**config.mk**
```make
export PLATFORM = sky130hd
export DESIGN_NAME = prefetch_unit_flat
export DESIGN_NICKNAME = d
export VERILOG_FILES = /design/src/rtl/prefetch_unit_if.sv /design/src/rtl/prefetch_unit.sv /design/src/flat_wrapper.sv
export SDC_FILE = /design/constraint.sdc
export NUM_CORES = 1
export LEC_CHECK = 0
export ABC_AREA = 1
export BUFFER_PORTS_ARGS = -buffer_cell sky130_fd_sc_hd__buf_2
export CAP_MARGIN = 0
export CORE_MARGIN = 5
export CORE_UTILIZATION = 50
export DETAILED_ROUTE_END_ITERATION = 10
export HOLD_SLACK_MARGIN = 0.1
export PLACE_DENSITY_LB_ADDON = 0.3
export SYNTH_ARGS = -nofsm -noshare
export SYNTH_HDL_FRONTEND = slang
export SYNTH_SLANG_ARGS = --single-unit
```
**constraint.sdc**
```tcl
create_clock -name clk -period 3.97 [get_ports clk]
set_input_delay 0.5955 -clock clk [delete_from_list [all_inputs] [get_ports clk]]
set_output_delay 0.5955 -clock clk [all_outputs]
set_load 0.05 [all_outputs]
```
**src/rtl/prefetch_unit_if.sv**
```systemverilog
// Memory fetch handshake between the prefetch unit (master) and the bus/memory side (slave).
interface prefetch_unit_if #(
   parameter int ADDR_W    = 20,
   parameter int BUS_BYTES = 1
);
   logic                   mem_req;
   logic [ADDR_W-1:0]      mem_addr;
   logic                   mem_ack;
   logic [8*BUS_BYTES-1:0] mem_rdata;

   modport master (output mem_req, output mem_addr, input mem_ack, input mem_rdata);
   modport slave  (input mem_req, input mem_addr, output mem_ack, output mem_rdata);
endinterface

```
**src/rtl/prefetch_unit.sv**
```systemverilog
// Instruction prefetch queue: fetches code bytes at CS:IP into a circular byte buffer and
// presents the oldest bytes to the decoder, with variable-length consume and flush-on-jump.
module prefetch_unit #(
   parameter  int DEPTH     = 6,
   parameter  int BUS_BYTES = 1,
   parameter  int OUT_BYTES = 4,
   parameter  int ADDR_W    = 20,
   localparam int CNT_W     = $clog2(DEPTH + 1),
   localparam int CN_W      = $clog2(OUT_BYTES + 1)
) (
   input  logic                   clk,
   input  logic                   rst,
   input  logic [15:0]            cs_i,
   input  logic                   ip_load_i,
   input  logic [15:0]            ip_new_i,
   prefetch_unit_if.master        mem,
   output logic [8*OUT_BYTES-1:0] instr_o,
   output logic [CNT_W-1:0]       count_o,
   input  logic [CN_W-1:0]        consume_n_i,
   output logic [15:0]            head_ip_o,
   output logic                   consume_err_o
);
   localparam int PTR_W = (DEPTH > 1) ? $clog2(DEPTH) : 1;

   typedef enum logic [1:0] {
      ST_IDLE    = 2'd0,
      ST_REQ     = 2'd1,
      ST_DISCARD = 2'd2
   } state_e;

   // Pointer advance modulo DEPTH; n never exceeds DEPTH so one correction suffices.
   function automatic logic [PTR_W-1:0] ptr_add(input logic [PTR_W-1:0] ptr, input int n);
      int s;
      s = int'(ptr) + n;
      s = (s >= DEPTH) ? s - DEPTH : s;
      return PTR_W'(s);
   endfunction

   logic [7:0]        buf_q [DEPTH];
   logic [PTR_W-1:0]  head_q, tail_q, head_d, tail_d;
   logic [CNT_W-1:0]  count_q, count_d;
   logic [15:0]       fetch_ip_q, fetch_ip_d, head_ip_q, head_ip_d;
   logic              consume_err_q;
   logic              mem_req_q;
   logic [ADDR_W-1:0] mem_addr_q;
   state_e            state_q;

   logic              consume_ok_s, push_s, can_fetch_s;
   int                pop_n_s;
   logic [ADDR_W-1:0] fetch_addr_s;

   // Next-state for queue pointers, occupancy and IPs; a flush overrides push and consume.
   always_comb begin
      consume_ok_s = int'(consume_n_i) <= int'(count_q);
      push_s       = (state_q == ST_REQ) && mem.mem_ack && !ip_load_i;
      pop_n_s      = consume_ok_s ? int'(consume_n_i) : 0;
      can_fetch_s  = ((int'(count_q) + BUS_BYTES) <= DEPTH) && !ip_load_i;
      fetch_addr_s = ADDR_W'({8'h00, cs_i, 4'h0} + {12'h000, fetch_ip_q});
      if (ip_load_i) begin
         head_d     = '0;
         tail_d     = '0;
         count_d    = '0;
         head_ip_d  = ip_new_i;
         fetch_ip_d = ip_new_i;
      end else begin
         head_d     = ptr_add(head_q, pop_n_s);
         tail_d     = push_s ? ptr_add(tail_q, BUS_BYTES) : tail_q;
         count_d    = CNT_W'(int'(count_q) - pop_n_s + (push_s ? BUS_BYTES : 0));
         head_ip_d  = head_ip_q + 16'(pop_n_s);
         fetch_ip_d = push_s ? fetch_ip_q + 16'(BUS_BYTES) : fetch_ip_q;
      end
   end

   // Decoder window: valid head bytes in order, zero beyond the current occupancy.
   always_comb begin
      instr_o = '0;
      for (int k = 0; k < OUT_BYTES; k++) begin
         if (k < int'(count_q)) begin
            instr_o[8*k +: 8] = buf_q[ptr_add(head_q, k)];
         end else begin
            instr_o[8*k +: 8] = 8'h00;
         end
      end
   end

   // Fetch FSM, buffer storage and all registered state.
   always_ff @(posedge clk or negedge rst) begin
      if (!rst) begin
         for (int i = 0; i < DEPTH; i++) buf_q[i] <= 8'h00;
         head_q        <= '0;
         tail_q        <= '0;
         count_q       <= '0;
         fetch_ip_q    <= 16'h0000;
         head_ip_q     <= 16'h0000;
         consume_err_q <= 1'b0;
         mem_req_q     <= 1'b0;
         mem_addr_q    <= '0;
         state_q       <= ST_IDLE;
      end else begin
         head_q        <= head_d;
         tail_q        <= tail_d;
         count_q       <= count_d;
         fetch_ip_q    <= fetch_ip_d;
         head_ip_q     <= head_ip_d;
         consume_err_q <= !ip_load_i && !consume_ok_s;
         if (push_s) begin
            for (int b = 0; b < BUS_BYTES; b++) buf_q[ptr_add(tail_q, b)] <= mem.mem_rdata[8*b +: 8];
         end
         case (state_q)
            ST_IDLE: begin
               if (can_fetch_s) begin
                  state_q    <= ST_REQ;
                  mem_req_q  <= 1'b1;
                  mem_addr_q <= fetch_addr_s;
               end else begin
                  mem_req_q  <= 1'b0;
               end
            end
            ST_REQ: begin
               // A jump without ack keeps the bus cycle alive but marks its data as stale.
               if (mem.mem_ack) begin
                  state_q   <= ST_IDLE;
                  mem_req_q <= 1'b0;
               end else if (ip_load_i) begin
                  state_q   <= ST_DISCARD;
               end else begin
                  state_q   <= ST_REQ;
               end
            end
            ST_DISCARD: begin
               if (mem.mem_ack) begin
                  state_q   <= ST_IDLE;
                  mem_req_q <= 1'b0;
               end else begin
                  state_q   <= ST_DISCARD;
               end
            end
            default: begin
               state_q   <= ST_IDLE;
               mem_req_q <= 1'b0;
            end
         endcase
      end
   end

   assign mem.mem_req   = mem_req_q;
   assign mem.mem_addr  = mem_addr_q;
   assign count_o       = count_q;
   assign head_ip_o     = head_ip_q;
   assign consume_err_o = consume_err_q;
endmodule

```
**src/flat_wrapper.sv**
```systemverilog
// flat-port wrapper written by rule: the top's interface ports become plain ports
module prefetch_unit_flat 
#(
   parameter  int DEPTH     = 6,
   parameter  int BUS_BYTES = 1,
   parameter  int OUT_BYTES = 4,
   parameter  int ADDR_W    = 20,
   localparam int CNT_W     = $clog2(DEPTH + 1),
   localparam int CN_W      = $clog2(OUT_BYTES + 1)
)
  (clk, rst, cs_i, ip_load_i, ip_new_i, instr_o, count_o, consume_n_i, head_ip_o, consume_err_o, mem_mem_req, mem_mem_addr, mem_mem_ack, mem_mem_rdata);
  prefetch_unit_if #(.ADDR_W(ADDR_W), .BUS_BYTES(BUS_BYTES)) mem_i ();
  input  logic clk;
  input  logic rst;
  input  logic [15:0] cs_i;
  input  logic ip_load_i;
  input  logic [15:0] ip_new_i;
  output logic [8*OUT_BYTES-1:0] instr_o;
  output logic [CNT_W-1:0] count_o;
  input  logic [CN_W-1:0] consume_n_i;
  output logic [15:0] head_ip_o;
  output logic consume_err_o;
  output wire logic [$bits(mem_i.mem_req)-1:0] mem_mem_req;
  output wire logic [$bits(mem_i.mem_addr)-1:0] mem_mem_addr;
  input wire logic [$bits(mem_i.mem_ack)-1:0] mem_mem_ack;
  input wire logic [$bits(mem_i.mem_rdata)-1:0] mem_mem_rdata;
  assign mem_mem_req = mem_i.mem_req;
  assign mem_mem_addr = mem_i.mem_addr;
  assign mem_i.mem_ack = mem_mem_ack;
  assign mem_i.mem_rdata = mem_mem_rdata;
  prefetch_unit #(.DEPTH(DEPTH), .BUS_BYTES(BUS_BYTES), .OUT_BYTES(OUT_BYTES), .ADDR_W(ADDR_W)) u_core (.clk(clk), .rst(rst), .cs_i(cs_i), .ip_load_i(ip_load_i), .ip_new_i(ip_new_i), .mem(mem_i), .instr_o(instr_o), .count_o(count_o), .consume_n_i(consume_n_i), .head_ip_o(head_ip_o), .consume_err_o(consume_err_o));
endmodule
```
---- Word level (Yosys, flattened, before mapping) ----
Index checks and enable logic that the tools add are counted.
storage, ports and cells
  output and inout port bits .............. 73
  register bits after elaboration ......... 113
operators by class
  $lt $le $gt $ge ......................... 19
  $add $sub $neg .......................... 18
  equality and inequality tests ........... 4
  multiplexer cells ....................... 43
  bitwise logic cells ..................... 5
  reductions and logical operators ........ 11
operators with widths
  operator               count
  $mux 8                 13
  $bmux 8 s3             4
  $bwmux 48              1
  $mux 16                3
  $mux 3                 12
  $ge 32x4->1 const B    1
  $le 32x4->1 const B    1
  $demux 8 s3            1
  $add 20x16->20         1
  $ge 4x4->1 const B     5
  $not 3->4              5
  $add 16x1->16 const B  1
  $add 16x16->16         1
  $ge 4x3->1 const B     4
  $sub 3x2->3 const B    5
  $add 3x1->4 const B    3
  $add 3x2->4 const B    2
  $mux 2                 4
  $ge 3x3->1 const B     2
  $lt 1x3->1 const A     2
  $lt 2x3->1 const A     2
  $pmux 2 s3             1
  $sub 3x3->3 const B    2
  $logic_and 1x1->1      5
  15 further kinds       19

---- Depth between registers and ports, before layout ----
Gate-level depths: netlist of run 1.
  word-level depth ........................ 8
  mapped depth ............................ 18
  mapped depth without buffers ............ 17

---- Worst setup path before layout of run 1 ----
No wires, ideal clock.
  path type ............................... register to output
  start point ............................. reg u_core.head_q[1]
  end point ............................... out instr_o[5]
  arrival ................................. 2601 ps
  data required time ...................... 3374 ps
  buffers on the path ..................... 1
  path slack .............................. 773 ps
  stages on the path, launching flop included .. 6
  path through ............................ dfrtp_1 ha_1 xnor2_1 buf_2 a21oi_1 a211oi_1
on the way
  cells in the longest elaborated chain, start to end .. 7
  elaborated cells between the ends (all ways) .. 8
  classes of those cells .................. add/sub (1); order compare (1); mux (5); bitwise (1)
ends and longest elaborated chain
  item                                              RTL line              RTL
  from (decl)                                       prefetch_unit.sv:40   logic [PTR_W-1:0] head_q, tail_q, head_d, tail_d;
  from (signal assigned)                            prefetch_unit.sv:90   head_q <= '0;
  from (signal assigned)                            prefetch_unit.sv:100  head_q <= head_d;
  $sub 3x3->3 / $ge 3x3->1 (equally long branches)  prefetch_unit.sv:35   s = (s >= DEPTH) ? s - DEPTH : s;
  $mux 3 *                                          prefetch_unit.sv:35
  $not 3->4 (implied by the code) *                 prefetch_unit.sv:79   instr_o[8*k +: 8] = buf_q[ptr_add(head_q, k)];
  $bmux 8 s3 *                                      prefetch_unit.sv:79
  $mux 8 (implied by the code) * (2 in a row)       prefetch_unit.sv:79
  $mux 8 *                                          prefetch_unit.sv:78   if (k < int'(count_q)) begin
  to (decl)                                         flat_wrapper.sv:18    output logic [8*OUT_BYTES-1:0] instr_o;
Mark *: on every way between the ends. The rest lies on a longest branch, timed or not. The select of a mux whose other input is x is not followed.

---- Worst setup path after layout of run 1 ----
  start point ............................. reg u_core.head_q[1]
  end point ............................... out instr_o[15]
on the way
  cells in the longest elaborated chain, start to end .. 8
  elaborated cells between the ends (all ways) .. 9
  classes of those cells .................. add/sub (2); order compare (1); mux (5); bitwise (1)
ends and longest elaborated chain
  item                                              RTL line             RTL
  $add 3x1->4 *                                     prefetch_unit.sv:34  s = int'(ptr) + n;
  $ge 4x3->1 / $sub 3x2->3 (equally long branches)  prefetch_unit.sv:35
  $mux 3 *                                          prefetch_unit.sv:35
  $not 3->4 (implied by the code) *                 prefetch_unit.sv:79
  $bmux 8 s3 *                                      prefetch_unit.sv:79
  $mux 8 (implied by the code) * (2 in a row)       prefetch_unit.sv:79
  $mux 8 *                                          prefetch_unit.sv:78
Marked as above.

==> flow_summary.yaml, run 1 <==
critical_path:
  end_kind: "primary output"
  crit_chain: "inv_1 > ha_1 > inv_2 > o21ai_1 > buf_4 > a21oi_1 > nor2_1 > buf_2"
  r2r_slack_ns: 0.54
  crit_slowest_cell: "o21ai_1"
  cp_max_fo: 15
  crit_buf_inv: 4
  worstPathRequired_ns: 3.37
  arrival_ns: 3.10
  r2r_cells: 15
  cp-start-kind: "flop"
  critPathMaxStageDelay_ns: 0.91
  cp_top_family: "compound AO/OA/AOI/OAI gates"
  path_class: "reg -> out"
  r2r-start: "u_core.count_o[2]"
  reg2reg_to: "u_core.head_ip_o[10]"
layout:
  post-route-cell-area_mm2: 0.009368
  fill_cells: 1464
  seqCellArea_mm2: 0.002829
  synthToLayoutAreaGrowth_pct: 17.48
  fin_nets: 1359
  drive_gt1_frac: 0.1477
  layout_commonest_cell: "nand2_1"
  mostFrequentLayoutCells: "nand2_1 (382), inv_1 (140), o21ai_0 (121)"
  final_util: 0.5940
  n_antenna_cell: 0
  multi_input_area_mm2: 0.004410
  finalNonFillerCells: 1496
place:
  placed_cell_area_mm2: 0.008727
  gp_congestion: 0.9328
  hpwl_um: 17000
  numPortBuffers: 119
  post-place-ws_ns: 0.5615
  place_inst: 1464
logic_synthesis:
  syn_area_mm2: 0.007974
  synth-seq-area-share: 0.3546
  syn_area_per_cell_um2: 6.904
  yosysWarnings: 0
  syn-num-nets: 1247
  synthCells: 1155
  synth.distinct_cells: 46
  yosys_register_bits: 113
timing:
  tightestPinTransition_ns: 1.156
  clock_skew_ns: 0.008221
  setup_ws_ns: 0.2697
  max_clock_freq_ghz: 0.2702
  report.final.slew_viol_count: 0
  period_needed_ns: 3.700
  max_slew_margin: 0.2239
  hold_violations: 0
  setup_tns_ns: 0
  rsz0062_at_grt: "false"
  setup_viol: 0
  fin_crit_sh: 0.9321
pwr:
  max-vdd-ir-drop_mv: 0.5312
  intPower_mw: 3.798
  p_clk_frac: 0.207
  pwr_density_cell_mw_per_mm2: 856.3
  cellLeakagePower_nw: 4.817
  p_switching_mw: 4.224
  combPwrFrac: 0.573
  sw_frac_of_total: 0.5266
  power_frac_seq: 0.221
job:
  cap_viol_max_count: 0
clock_tree:
  htreeDepth: 4
  clkTransAtPathRegs_ns: 0.06
  ctsLongestPathBuffers: 2
  holdBufCountCts: 0
  cts_tree: "done"
  cts-resized-gates: 0
  clock_sinks: 113
  root_buffer: "clkbuf_16"
  postCtsSetupBuffers: 0
  numCtsBuffers: 17
  clk_latency_ns: 0.42
floorplan:
  fp.dieH_um: 136.3
  num_rows: 46
  ioPinCount: 120
  die_area_mm2: 0.01857
  die_w_um: 136.3
  initial_core_util: 0.5056
  core_mm2: 0.01577
routing:
  vias: 7929
  drt_wl_total_um: 22650
  antenna_left: 0
  drt-vias-per-instance: 5.300
  dr.pass1.iters: 6
  wl_per_cell_um: 15.14
  drc: 0
  drtIter0Drc: 874
grt:
  track_usage: 0.2518
  grt_pass1_wl_um: 36980
  antenna_found_initial: 1
  grt_max_degree: 72
  grt_pass1_vias: 7470
  grt-ovfl-total: 0
worst_hold_path:
  hold_path_class: "in -> async"
run_status:
  status: "completed"
state kept, by name, indices dropped and copies added, names as in the netlist:
signal / count
u_core.buf_q: 48
u_core.mem.mem_addr: 20
u_core.fetch_ip_q: 16
u_core.head_ip_o: 16
u_core.count_o: 3
u_core.head_q: 3
u_core.tail_q: 3
u_core.state_q: 2
u_core.consume_err_o: 1
u_core.mem.mem_req: 1
logic make-up after synthesis:
logic type | after synthesis | share of synthesized area
adder cells (fa/ha/maj) | 45 | 0.07438
buffers and inverters | 179 | 0.09226
AO/OA/AOI/OAI | 223 | 0.1499
XOR/XNOR | 19 | 0.02087
multiplexers | 1 | 0.001255
flip-flops | 113 | 0.3546
AND/OR/NAND/NOR | 575 | 0.3068
worst register-to-register path, cell delays in order, from the launching register on:
cell	delay (ns)
dfrtp_1	0.70
inv_1	0.10
ha_1	0.32
nand2_1	0.06
o21ai_0	0.36
inv_1	0.08
nor2_1	0.25
ha_1	0.26
fa_1	0.21
nand2_1	0.07
nand2_1	0.11
nand2_1	0.11
nor3_1	0.35
nand3_1	0.12
nand3_1	0.10
o21ai_0	0.09
metrics by stage:
step,total power [mW],hold WS [ns]
final,8.022,0.3053
after global routing,8.592,0.3920
after CTS,8.015,0.3491
after detailed placement,6.323,0.4596
after global placement,6.238,0.4585
after floorplan,5.323,0.2999
power by group through the flow:
stage	Clock [mW]	Sequential (mW)	Combinational [mW]
floorplan	0	2.21	3.11
CTS	1.68	1.77	4.57
finish	1.66	1.77	4.59
global placement	0	1.77	4.47
detailed placement	0	1.78	4.54
global route	1.73	1.82	5.05
synth_stat cells (all sizes together):
library cell | n | area share
nand3 | 86 | 0.057
buf | 21 | 0.018
nor2 | 68 | 0.038
inv | 144 | 0.068
mux2i | 1 | 0.0013
o22ai | 5 | 0.0039
a21o | 3 | 0.0028
o221ai | 3 | 0.0033
o32ai | 1 | 0.0011
or2 | 2 | 0.0016
dfrtp | 113 | 0.35
o31ai | 1 | 0.00094
nand4 | 7 | 0.0055
ha | 41 | 0.064
clkbuf | 13 | 0.0061
o22a | 1 | 0.0011
nor3 | 11 | 0.0083
nand2 | 394 | 0.19
a21oi | 62 | 0.039
xnor2 | 8 | 0.0088
fa | 4 | 0.010
clkinv | 1 | 0.00047
and2 | 1 | 0.00079
o211ai | 5 | 0.0047
o21ai | 128 | 0.081
a31oi | 6 | 0.0047
xor2 | 11 | 0.012
and3 | 1 | 0.00079
o21bai | 1 | 0.00094
o21a | 1 | 0.00094
a211oi | 6 | 0.0056
nand3b | 5 | 0.0047
final cells by class:
class | count | area share
Inverter | 145 | 0.05837
Clock inverter | 9 | 0.01629
Timing Repair Buffer | 127 | 0.07159
Multi-Input combinational cell | 863 | 0.4708
Sequential cell | 113 | 0.3020
Clock buffer | 23 | 0.05209
Tap cell | 216 | 0.02885
worst max path at each step:
stage,cells past startpoint,end,slack [ns],start
after global placement,15,u_core.head_ip_o[10],0.70,u_core.count_o[2]
final,8,instr_o[15],0.27,u_core.head_q[1]
after detailed placement,15,u_core.head_ip_o[10],0.56,u_core.count_o[2]
after CTS,8,instr_o[10],0.32,u_core.head_q[1]
after floorplan,5,instr_o[5],0.77,u_core.head_q[1]
after global routing,8,instr_o[15],0.1,u_core.head_q[1]
per-layer routing:
layer	global-route usage	vias up	wire length, um
li1	-	3971	-
met1	0.3441	3648	10430
met2	0.3938	284	10000
met3	0.06921	24	1891
met4	0.07055	2	312
met5	0	-	7
(Power assumes the default switching activity.)
==> inputs of run 2 (changes only) <==
- PLACE_DENSITY_LB_ADDON: 0.3 -> 0.1
- REMOVE_ABC_BUFFERS: not set -> 1
==> run 2 against run 1 <==
First-iteration DRC count down 26%. Sequential power hardly changed. Sequential share of layout area is 0.13 points higher.
==> flow_summary.yaml, run 2 (synthesis results as in run 1) <==
clock_tree:
  numCtsBuffers: 17
  cts-resized-gates: 0
  clock_sinks: 113
  clk_latency_ns: 0.42
  htreeDepth: 4
  ctsLongestPathBuffers: 2
  root_buffer: "clkbuf_16"
  postCtsSetupBuffers: 0
  holdBufCountCts: 0
  cts_tree: "done"
  clkTransAtPathRegs_ns: 0.06
routing:
  drc: 0
  drtIter0Drc: 646
  drt_wl_total_um: 22690
  antenna_left: 0
  drt-vias-per-instance: 5.138
  dr.pass1.iters: 5
  wl_per_cell_um: 15.18
  highest-signal-layer: "met4"
  wl_met1_um: 10020
  wl_met3_um: 1249
  vias: 7681
  dr_wl_met2_um: 10970
timing:
  tightestPinTransition_ns: 1.018
  setup_viol: 0
  period_needed_ns: 3.501
  fin_crit_sh: 0.8820
  max_clock_freq_ghz: 0.2856
  hold_violations: 0
  report.final.slew_viol_count: 0
  rsz0062_at_grt: "false"
  clock_skew_ns: 0.01202
  max_slew_margin: 0.3168
grt:
  grt_max_degree: 52
  grt_pass1_wl_um: 37230
  grt-ovfl-total: 0
  track_usage: 0.2545
  grt_pass1_vias: 7299
  antenna_found_initial: 0
floorplan:
  die_area_mm2: 0.01857
  fp.dieH_um: 136.3
  ioPinCount: 120
  core_mm2: 0.01577
  initial_core_util: 0.5056
  num_rows: 46
  die_w_um: 136.3
layout:
  finalNonFillerCells: 1495
  fill_cells: 1564
  post-route-cell-area_mm2: 0.009328
  n_antenna_cell: 0
  drive_gt1_frac: 0.1478
  largest_reg_flops: 48
  regMostFlops: "u_core.buf_q"
  final_util: 0.5915
  fin_nets: 1361
  layout_commonest_cell: "nand2_1"
  synthToLayoutAreaGrowth_pct: 16.98
  mostFrequentLayoutCells: "nand2_1 (382), inv_1 (140), o21ai_0 (121)"
critical_path:
  crit_slowest_cell: "o21ai_1"
  path_class: "reg -> out"
  arrival_ns: 2.91
  critPathMaxStageDelay_ns: 0.83
  cp_max_fo: 16
  end_kind: "primary output"
  crit_buf_inv: 2
  cp-start-kind: "flop"
  cp_top_family: "compound AO/OA/AOI/OAI gates"
  crit_chain: "inv_1 > ha_1 > o21ai_1 > a21oi_1 > nor2_1 > buf_2"
  worstPathRequired_ns: 3.37
place:
  placed_cell_area_mm2: 0.008730
  place_inst: 1466
  gp_congestion: 0.9620
  hpwl_um: 17260
  numPortBuffers: 119
worst_hold_path:
  hold_path_class: "in -> async"
pwr:
  pwr_density_cell_mw_per_mm2: 846.6
  max-vdd-ir-drop_mv: 0.5545
  cellLeakagePower_nw: 4.810
run_status:
  status: "completed"
job:
  cap_viol_max_count: 0
[run 2: area by class of cell]
class	count	area, um^2	share of cell area
clock buffers	25	525.5	0.05634
repair buffers	129	673.1	0.07217
flip-flops and latches	113	2829	0.3033
clock inverters	4	72.57	0.007780
inverters	145	546.8	0.05862
well taps	216	270.3	0.02897
multi-input cells	863	4410	0.4728
[run 2: power breakdown]
part | leakage, nW | internal, mW | total (mW) | switching [mW]
sequential | 1.43 | 1.49 | 1.76 | 0.274
combinational | 3.09 | 1.21 | 4.59 | 3.38
clock | 0.293 | 1.03 | 1.55 | 0.519
[run 2: path summary, 6_finish.rpt]
kind,from,to,slack (ns),depth (start not counted)
setup / recovery,u_core.head_q[1],instr_o[29],0.47,6
hold reg to reg,u_core.mem.mem_addr[19],u_core.mem.mem_addr[19],0.47,2
max in group asynchronous,rst,u_core.head_ip_o[15],2.86,2
hold / removal,rst,u_core.buf_q[35],0.21,1
min in group clk,mem_mem_rdata[6],u_core.buf_q[38],0.41,3
setup reg to reg,u_core.count_o[1],u_core.head_ip_o[10],0.90,15
[run 2: metrics by stage]
| stage | total power, mW | setup slack, ns | hold slack (ns) | TNS, ns |
|---|---|---|---|---|
| CTS | 7.924 | 0.4407 | 0.2222 | 0 |
| floorplan | 5.175 | -0.6179 | 0.2999 | -12.19 |
| global route | 8.479 | 0.2219 | 0.2576 | 0 |
| detailed placement | 6.355 | 0.6276 | 0.4607 | 0 |
| global placement | 6.295 | 0.7432 | 0.4581 | 0 |
| finish | 7.897 | 0.4685 | 0.2092 | 0 |
[run 2: layer usage]
layer / up-vias / global-route usage
li1: 3943 / -
met3: 26 / 0.06144
met4: 0 / 0.06607
met1: 3493 / 0.3266
met5: - / 0
met2: 219 / 0.4318
==> inputs of run 3 (changes only) <==
- CORE_ASPECT_RATIO: not set -> 0.9
==> run 3 against run 2 <==
Non-clock buffer count is the same. Sequential cell count is the same. Via count grew 2.8%. Worst hold slack lost 0.050 ns. Global-route usage shrank 0.11 points. Die area is essentially flat. Critical path depth grew 6. Power grew 0.72%. Highest routed layer unchanged.
==> flow_summary.yaml, run 3 (synthesis results as in run 1) <==
timing:
  rsz0062_at_grt: "false"
  period_needed_ns: 3.606
  clock_skew_ns: 0.005091
  fin_crit_sh: 0.9082
  max_clock_freq_ghz: 0.2774
  setup_tns_ns: 0
  tightestPinTransition_ns: 0.7934
  report.final.slew_viol_count: 0
  holdWs_ns: 0.1596
  hold_violations: 0
  setup_ws_ns: 0.3645
  setup_viol: 0
  max_slew_margin: 0.4675
layout:
  drive_gt1_frac: 0.1498
  final_util: 0.6000
  mostFrequentLayoutCells: "nand2_1 (382), inv_1 (140), o21ai_0 (121)"
  layout_commonest_cell: "nand2_1"
  post-route-cell-area_mm2: 0.009329
  finalNonFillerCells: 1484
  n_antenna_cell: 0
  fin_nets: 1361
  synthToLayoutAreaGrowth_pct: 16.99
  largest_reg_flops: 48
  regMostFlops: "u_core.buf_q"
routing:
  drtIter0Drc: 668
  drt_wl_total_um: 22880
  vias: 7899
  antenna_left: 0
  wl_met3_um: 1765
  drt-vias-per-instance: 5.323
  drc: 0
  dr_wl_met2_um: 9677
  wl_per_cell_um: 15.42
  dr.pass1.iters: 5
  wl_met1_um: 11190
  highest-signal-layer: "met4"
grt:
  antenna_found_initial: 0
  track_usage: 0.2534
  grt_pass1_vias: 7156
  grt_max_degree: 75
  grt-ovfl-total: 0
  grt_pass1_wl_um: 37160
floorplan:
  ioPinCount: 120
  initial_core_util: 0.5128
  fp.dieH_um: 129.8
  core_mm2: 0.01555
  die_area_mm2: 0.01858
  num_rows: 43
  die_w_um: 143.1
pwr:
  fin_total_pwr_mw: 7.954
  pwr_density_cell_mw_per_mm2: 852.6
  max-vdd-ir-drop_mv: 0.6497
  cellLeakagePower_nw: 4.807
critical_path:
  critPathMaxStageDelay_ns: 0.51
  crit_slowest_cell: "dfrtp_1"
  arrival_ns: 3.01
  end_kind: "primary output"
  cp_top_family: "buffers and inverters"
  cp_max_fo: 17
  path_class: "reg -> out"
  crit_top_cell: "nand2_1"
  worstPathRequired_ns: 3.37
  r2r-start: "u_core.count_o[1]"
  crit_buf_inv: 4
  r2r_slack_ns: 0.95
  r2r_cells: 15
  crit_chain: "inv_1 > ha_1 > inv_1 > nand2_1 > nand3_1 > nand2_1 > nand2_1 > inv_1 > nand2_1 > nand3_1 > a21oi_1 > buf_2"
  cp-start-kind: "flop"
  reg2reg_to: "u_core.head_ip_o[10]"
clock_tree:
  cts-resized-gates: 0
  holdBufCountCts: 0
  clock_sinks: 113
  postCtsSetupBuffers: 0
  cts_tree: "done"
  numCtsBuffers: 17
  ctsLongestPathBuffers: 2
  clkTransAtPathRegs_ns: 0.06
  root_buffer: "clkbuf_16"
  clk_latency_ns: 0.41
  htreeDepth: 4
place:
  numPortBuffers: 119
  placed_cell_area_mm2: 0.008725
  hpwl_um: 17330
  gp_congestion: 0.9021
  post-place-ws_ns: 0.7269
  place_inst: 1452
worst_hold_path:
  hold_path_class: "in -> async"
run_status:
  status: "completed"
job:
  cap_viol_max_count: 0
run 3: power by group:
| group | internal (mW) | switching, mW | leakage, nW |
|---|---|---|---|
| logic | 1.21 | 3.42 | 3.09 |
| registers | 1.48 | 0.268 | 1.43 |
| clock network | 1.00 | 0.573 | 0.285 |
| total | 3.69 | 4.26 | 4.81 |
run 3: layer usage:
layer / vias up / track usage
met5: - / 0
met4: 0 / 0.05310
met3: 28 / 0.04800
met2: 274 / 0.3671
met1: 3631 / 0.3938
li1: 3966 / -
run 3: worst max path at each step:
stage                      endpoint  cells after the start              from  slack [ns]
6_report                instr_o[22]                     12  u_core.head_q[1]        0.36
4_1_cts                 instr_o[22]                     12  u_core.head_q[1]        0.37
5_1_grt                 instr_o[22]                     12  u_core.head_q[1]        0.06
3_3_place_gp   u_core.head_ip_o[10]                     15    consume_n_i[2]        0.78
2_1_floorplan           instr_o[10]                      6  u_core.head_q[0]       -0.62
3_5_place_dp   u_core.head_ip_o[10]                     15    consume_n_i[2]        0.73
run 3: final cells by class:
type	instances	area, um^2
fillers	1511	6220
multi-input cells	863	4410
flip-flops and latches	113	2829
repair buffers	129	685.7
inverters	145	546.8
clock buffers	19	442.9
well taps	202	252.7
clock inverters	13	161.4
run 3: worst reg2reg max path, cell delays in order, from the launching register on:
cell     delay [ns]
dfrtp_1        0.45
inv_1          0.07
ha_1           0.27
nand2_1        0.05
o21ai_0        0.34
inv_1          0.08
nor2_1         0.22
ha_1           0.25
fa_1           0.20
nand2_1        0.07
nand2_1        0.15
nand2_1        0.12
nor3_1         0.35
nand3_1        0.11
nand3_1        0.10
o21ai_0        0.07
